`src/rtl/arbitrated_multiplexer_n_to_1.sv`:
```
// N-to-1 multiplexer with a single-entry registered output stage.
// Channel choice is either a fixed selector (MODE=0) or round-robin over valid channels (MODE=1).
module arbitrated_multiplexer_n_to_1 #(
  parameter int unsigned N_BITS     = 32,
  parameter int unsigned N_CHANNELS = 4,
  parameter int unsigned MODE       = 0,
  localparam int unsigned SEL_BITS  = $clog2(N_CHANNELS)
) (
  input  logic                           clk,
  input  logic                           reset,
  input  logic [SEL_BITS-1:0]            selector_i,
  input  logic [N_CHANNELS-1:0]          valid_i,
  input  logic [N_CHANNELS*N_BITS-1:0]   data_i,
  output logic [N_CHANNELS-1:0]          ready_o,
  input  logic                           flush_i,
  output logic [N_BITS-1:0]              mux_o,
  output logic                           valid_o,
  input  logic                           ready_i,
  output logic [SEL_BITS-1:0]            grant_o
);

  logic [N_BITS-1:0]   chan_data [N_CHANNELS];

  logic                load_en_c;
  logic                chosen_ok_c;
  logic [SEL_BITS-1:0] chosen_idx_c;
  logic                xfer_c;

  logic                valid_q, valid_d;
  logic [N_BITS-1:0]   mux_q, mux_d;
  logic [SEL_BITS-1:0] grant_q, grant_d;
  logic [SEL_BITS-1:0] rr_ptr_q, rr_ptr_d;

  // Unpack the flat data bus into per-channel words.
  for (genvar c = 0; c < N_CHANNELS; c++) begin : g_unpack
    assign chan_data[c] = data_i[c*N_BITS +: N_BITS];
  end

  // Output register can take a word when empty or being drained; reset and flush block it.
  assign load_en_c = !reset && !flush_i && (!valid_q || ready_i);

  // Channel choice; the fixed path never looks at valid_i so ready_o stays valid-independent.
  always_comb begin : choose_channel
    int unsigned cand;
    chosen_ok_c  = 1'b0;
    chosen_idx_c = '0;
    cand         = 0;
    if (MODE == 0) begin
      chosen_ok_c  = (32'(selector_i) < N_CHANNELS);
      chosen_idx_c = selector_i;
    end else begin
      for (int unsigned i = 0; i < N_CHANNELS; i++) begin
        cand = 32'(rr_ptr_q) + i;
        if (cand >= N_CHANNELS) begin
          cand = cand - N_CHANNELS;
        end
        if (!chosen_ok_c && valid_i[SEL_BITS'(cand)]) begin
          chosen_ok_c  = 1'b1;
          chosen_idx_c = SEL_BITS'(cand);
        end
      end
    end
  end

  // At most one ready bit, and only when the output register can load.
  always_comb begin : drive_ready
    ready_o = '0;
    if (chosen_ok_c && load_en_c) begin
      ready_o[chosen_idx_c] = 1'b1;
    end
  end

  assign xfer_c = chosen_ok_c && load_en_c && valid_i[chosen_idx_c];

  // Next-state for the output stage and round-robin pointer.
  always_comb begin : next_state
    valid_d  = valid_q;
    mux_d    = mux_q;
    grant_d  = grant_q;
    rr_ptr_d = rr_ptr_q;
    if (xfer_c) begin
      valid_d = 1'b1;
      mux_d   = chan_data[chosen_idx_c];
      grant_d = chosen_idx_c;
      if (MODE != 0) begin
        if (32'(chosen_idx_c) == N_CHANNELS - 1) begin
          rr_ptr_d = '0;
        end else begin
          rr_ptr_d = chosen_idx_c + SEL_BITS'(1);
        end
      end
    end else if (load_en_c || flush_i) begin
      valid_d = 1'b0;
    end
  end

  always_ff @(posedge clk) begin : state_reg
    if (reset) begin
      valid_q  <= 1'b0;
      mux_q    <= '0;
      grant_q  <= '0;
      rr_ptr_q <= '0;
    end else begin
      valid_q  <= valid_d;
      mux_q    <= mux_d;
      grant_q  <= grant_d;
      rr_ptr_q <= rr_ptr_d;
    end
  end

  assign valid_o = valid_q;
  assign mux_o   = mux_q;
  assign grant_o = grant_q;

endmodule

```
`config.mk`:
```
export PLATFORM = sky130hd
export DESIGN_NAME = arbitrated_multiplexer_n_to_1
export DESIGN_NICKNAME = d
export VERILOG_FILES = /design/src/rtl/arbitrated_multiplexer_n_to_1.sv
export SDC_FILE = /design/constraint.sdc
export NUM_CORES = 1
export LEC_CHECK = 0
export BUFFER_PORTS_ARGS = -buffer_cell sky130_fd_sc_hd__buf_2
export CORE_UTILIZATION = 41
export CTS_CLUSTER_DIAMETER = 120
export DETAILED_ROUTE_END_ITERATION = 10
export PLACE_DENSITY_LB_ADDON = 0.15
export SETUP_SLACK_MARGIN = 0.05
export SYNTH_ARGS = -nofsm -noshare
export SYNTH_HDL_FRONTEND = slang
export SYNTH_SLANG_ARGS = --single-unit
```
`constraint.sdc`:
```
create_clock -name clk -period 2.3 [get_ports clk]
set_clock_uncertainty 0.15 [all_clocks]
set_input_delay 0.345 -clock clk [delete_from_list [all_inputs] [get_ports clk]]
set_output_delay 0.345 -clock clk [all_outputs]
set_load 0.1 [all_outputs]
```
==> impl_metrics.tcl, run 1 <==
set metrics [dict create \
    syn_to_final_growth_pct 46.81 \
    worstSkewPairLatency_ns 0.29 \
    clockRootBuffer "clkbuf_8" \
    whs_path_depth 2 \
    die-area_sq_mm 0.006191 \
    final_common_cell "buf_2" \
    syn-num-nets 345 \
    num_io_pins 177 \
    cpLargestDelayFamily "simple AND/OR/NAND/NOR gates" \
    slew_viol_final 0 \
    drive_above_1_share_pct 69.76 \
    r2r.worst_path.cells 4 \
    cts.path.max_buffers 2 \
    hold_end "valid_o$_SDFFE_PP0P_" \
    die_width_um 78.69 \
    cp_max_fo 6 \
    pre_cts_ws_ns 0.4090 \
    cp-start-kind "register" \
    cts_sinks 35 \
    antenna_found_initial 0 \
    synth_cell_types 22 \
    vias 2411 \
    leakagePower_nw 1.622 \
    cts_setup_buffers 0 \
    drc 0 \
    met3_usage_pct 5.233 \
    outcome "completed" \
    grt_max_degree 36 \
    die_h_um 78.69 \
    grt_pass1_vias 2394 \
    syn_avg_cell_area_sq_um 11.65 \
    postRouteAntennaNets 0 \
    met2_usage_pct 41.13 \
    rsz0062_at_grt "false" \
    fmax_ghz 0.5082 \
    final_util_pct 63.50 \
    grt-ovfl-total 0 \
    netlist_instances 207 \
    peakVddDrop_v 0.0002823 \
    min_from "flush_i" \
    grt_pass1_wl_um 11030 \
    n_antenna_cell 0 \
    rows 27 \
    ys_seq_elements 35 \
    worstPathRequired_ns 1.80 \
    hold_viol 0 \
    final_cell_mix "172 x buf_2, 34 x nand2b_1, 34 x dfxtp_1" \
    timing.final.crit_share_pct 85.55 \
    drt-initial-drc-count 65 \
    power.density_mw_per_mm2 585.6 \
    end_kind "output port" \
    cts_buffers 5 \
    start_util_pct 43.25 \
    use_met1_pct 26.96 \
    wl_per_cell_um 15.66 \
    grt-busiest-layer "met2" \
    place_congestion 0.7611 \
    path_clk_slew_ns 0.08 \
    htreeDepth 2 \
    viasPerCell 5.370 \
    critical_path_buf_inv_count 1 \
    r2r_start "valid_o$_SDFFE_PP0P_" \
    ys_seq_area_share_pct 29.06 \
    path_cells "nand2b_1 > nand3_1 > nor2_4 > buf_12" \
    wl_um 7031 \
    critPathSlowestCell "dfxtp_4" \
    nets 514 \
    core-area_sq_mm 0.005574 \
    setup_slack_ns 0.3324 \
    hold_slack_ns 0.08616 \
    r2r_slack_ns 0.92 \
    period_minus_slack_ns 1.968 \
    netlist_area_sq_mm 0.002411 \
    slowest_delay_ns 0.34 \
    tns_ns 0 \
    arrival_ns 1.47 \
    hp-class "in -> reg" \
    holdBufCountCts 0 \
    crit_type "reg -> out" \
    io_buffers 176 \
    setup-violations-final 0 \
    dr.pass1.iters 6 \
    cts_resized 0 \
    cts_tree "yes" \
    track_usage_pct 22.94 \
    cap_violations 0 \
    dp_hpwl_um 5422 \
    worst_slew_pin_slew_ns 0.5065 \
    r2r_end "mux_o[25]$_SDFFE_PP0P_" \
    maxSlewHeadroom_pct 66.46 \
    ys_warn_count 0 \
]
## area by class of cell
class	instances	area, sq um
Multi-Input combinational cell	144	1577
Clock buffer	6	82.58
Timing Repair Buffer	188	1044
Inverter	2	7.507
Clock inverter	2	35.03
Fill cell	488	2034
Sequential cell	35	704.4
Tap cell	72	90.09
## registers in the layout, indices dropped and copies added (netlist names)
signal	count
mux_o	32
valid_o	1
grant_o	2
## metal layers
layer  wire length [um]  share of wire (%)  vias up
li1                   -                  -     1149
met1               2880                 41     1136
met2               3512                 50      114
met3                495                7.0       12
met4                142                2.0        0
met5                  0                  0        -
## worst max-delay path by stage
| stage | start | endpoint | slack (ns) | cells after the start |
|---|---|---|---|---|
| after floorplan | reset | ready_o[0] | 0.1 | 4 |
| after global placement | selector_i[1] | ready_o[2] | 0.46 | 5 |
| final | valid_o$_SDFFE_PP0P_ | ready_o[2] | 0.33 | 4 |
| after CTS | valid_o$_SDFFE_PP0P_ | ready_o[2] | 0.32 | 4 |
| after detailed placement | selector_i[1] | ready_o[2] | 0.41 | 5 |
| after global routing | valid_o$_SDFFE_PP0P_ | ready_o[2] | 0.26 | 4 |
## kinds of logic (layout without fill, tap and decap cells)
logic type | Yosys count | in the layout | share of synthesized area [%]
flops | 35 | 35 | 29.06
simple gates | 76 | 76 | 19.30
mux | 35 | 35 | 32.43
buf+inv | 28 | 198 | 7.213
compound gates | 33 | 33 | 11.99
## power breakdown
group / internal (mW) / switching (mW)
Clock: 0.351 / 0.234
Combinational: 0.270 / 0.545
Sequential: 0.652 / 0.0217
Total: 1.27 / 0.801
## metrics by stage
| step | std cells | instance area, sq um | power [mW] |
|---|---|---|---|
| after floorplan | 207 | 2457 | 1.300 |
| after global placement | 441 | 3422 | 1.498 |
| after detailed placement | 441 | 3422 | 1.504 |
| after CTS | 449 | 3540 | 2.091 |
| after global routing | 449 | 3540 | 2.161 |
| final | 449 | 3540 | 2.073 |
## synth_stat cells (all sizes together)
cell    count  area (sq um)
and3        1         11.26
nand4      32         200.2
nor2b       1         6.260
o21ai      32         272.8
dfxtp      35         700.7
inv         2         7.500
o32ai       1         16.27
mux2i       2         20.02
buf        10         106.4
mux4       33         762.0
nand2b     34         212.7
nand3       1         5.000
nand2       1         3.750
nor2        3         11.26
clkbuf     16         60.06
nor3        3         15.01
Note: power is estimated with default switching activity, not from simulation.
==> inputs of run 2 (changes only) <==
--- a/config.mk
+++ b/config.mk
@@ -6,7 +6,7 @@
 export NUM_CORES = 1
 export LEC_CHECK = 0
 export BUFFER_PORTS_ARGS = -buffer_cell sky130_fd_sc_hd__buf_2
-export CORE_UTILIZATION = 41
+export CORE_UTILIZATION = 30
 export CTS_CLUSTER_DIAMETER = 120
 export DETAILED_ROUTE_END_ITERATION = 10
 export PLACE_DENSITY_LB_ADDON = 0.15
==> impl_metrics.tcl, run 2 (same netlist as run 1, synthesis figures left out) <==
set metrics [dict create \
    outcome "completed" \
    critical_path_buf_inv_count 2 \
    clockRootBuffer "clkbuf_8" \
    drt-initial-drc-count 67 \
    grt_max_degree 36 \
    cts_buffers 5 \
    grt-ovfl-total 0 \
    path_cells "buf_2 > nor2_4 > nand3_1 > nor2_4 > buf_12" \
    wl_per_cell_um 14.85 \
    fmax_ghz 0.5179 \
    cap_violations 0 \
    wl_um 7040 \
    use_met1_pct 20.97 \
    grt_pass1_vias 2319 \
    critPathSlowestCell "nor2_4" \
    power.density_mw_per_mm2 539.2 \
    hold_end "valid_o$_SDFFE_PP0P_" \
    antenna_found_initial 0 \
    rows 32 \
    core-area_sq_mm 0.007767 \
    dp_hpwl_um 5340 \
    met2_usage_pct 28.82 \
    largest_reg_flops 32 \
    slew_viol_final 0 \
    n_antenna_cell 0 \
    postRouteAntennaNets 0 \
    track_usage_pct 16.65 \
    whs_path_depth 2 \
    cts_setup_buffers 0 \
    hold_slack_ns 0.1321 \
    r2r_start "valid_o$_SDFFE_PP0P_" \
    final_area_sq_mm 0.003502 \
    min_from "flush_i" \
    placed_area_sq_mm 0.003430 \
    viasPerCell 5.051 \
    pre_cts_ws_ns 0.3698 \
    final_util_pct 45.09 \
    cpLargestDelayFamily "simple AND/OR/NAND/NOR gates" \
    holdBufCountCts 0 \
    fin_total_pwr_mw 1.888 \
    hold_viol 0 \
    cts.path.max_buffers 2 \
    die-area_sq_mm 0.008400 \
    syn_to_final_growth_pct 45.25 \
    htreeDepth 2 \
    peakVddDrop_v 0.0001800 \
    met3_usage_pct 3.234 \
    end_kind "output port" \
    rsz0062_at_grt "false" \
    r2r_end "grant_o[0]$_SDFFE_PP0P_" \
    crit_top_cell "nor2_4" \
    final_common_cell "buf_2" \
    cts_tree "yes" \
    path_clk_slew_ns 0.06 \
    drc 0 \
    drive_above_1_share_pct 69.09 \
    maxSlewHeadroom_pct 59.70 \
    io_buffers 176 \
    cp_max_fo 14 \
    worstSkewPairLatency_ns 0.27 \
    leakagePower_nw 1.580 \
    place_congestion 0.7084 \
    slowest_delay_ns 0.31 \
    r2r_slack_ns 0.54 \
    stdcell_count 474 \
    tns_ns 0 \
    grt-busiest-layer "met2" \
    num_io_pins 177 \
    worst_slew_pin_slew_ns 0.6045 \
    timing.final.crit_share_pct 83.95 \
    cts_resized 0 \
    period_minus_slack_ns 1.931 \
    die_h_um 91.65 \
    nets 511 \
    final_cell_mix "172 x buf_2, 34 x nand2b_1, 34 x dfxtp_1" \
    crit_type "in -> out" \
    hp-class "in -> reg" \
    r2r.worst_path.cells 4 \
    worstPathRequired_ns 1.80 \
    grt_pass1_wl_um 11130 \
    die_width_um 91.65 \
    start_util_pct 31.04 \
    setup_slack_ns 0.3691 \
    place_inst 468 \
    setup-violations-final 0 \
    dr.pass1.iters 4 \
    cts_sinks 35 \
    arrival_ns 1.44 \
    cp-start-kind "input pin" \
    vias 2394 \
]
[run 2: cell count changes in the layout (fill, tap and decap cells not counted), sizes merged]
cell    before  now
buf        188  185
clkinv       1    0
bufinv       1    0
[run 2: final cells by class]
type | count | area (sq um)
clock buffers | 6 | 72.57
fillers | 797 | 4265
inverters | 2 | 7.507
multi-input cells | 144 | 1582
flip-flops and latches | 35 | 704.4
well taps | 102 | 127.6
repair buffers | 185 | 1008
[run 2: worst max path at each step]
stage | end | depth (start not counted) | slack [ns] | from
after CTS | ready_o[2] | 5 | 0.37 | reset
after global routing | ready_o[0] | 5 | 0.33 | reset
after global placement | grant_o[0]$_SDFFE_PP0P_ | 4 | 0.39 | reset
after detailed placement | grant_o[0]$_SDFFE_PP0P_ | 4 | 0.37 | reset
final | ready_o[2] | 5 | 0.37 | reset
after floorplan | ready_o[0] | 4 | 0.1 | reset
[run 2: power breakdown]
group / switching [mW] / leakage [nW] / internal [mW]
combinational: 0.543 / 1.26 / 0.264
sequential: 0.0212 / 0.287 / 0.652
clock: 0.206 / 0.0371 / 0.202
total: 0.770 / 1.58 / 1.12
[run 2: routing by layer]
metal	vias to the layer above	routed length, um
li1	1149	-
met1	1142	2943
met2	96	3573
met3	7	437
met4	0	86
met5	-	0
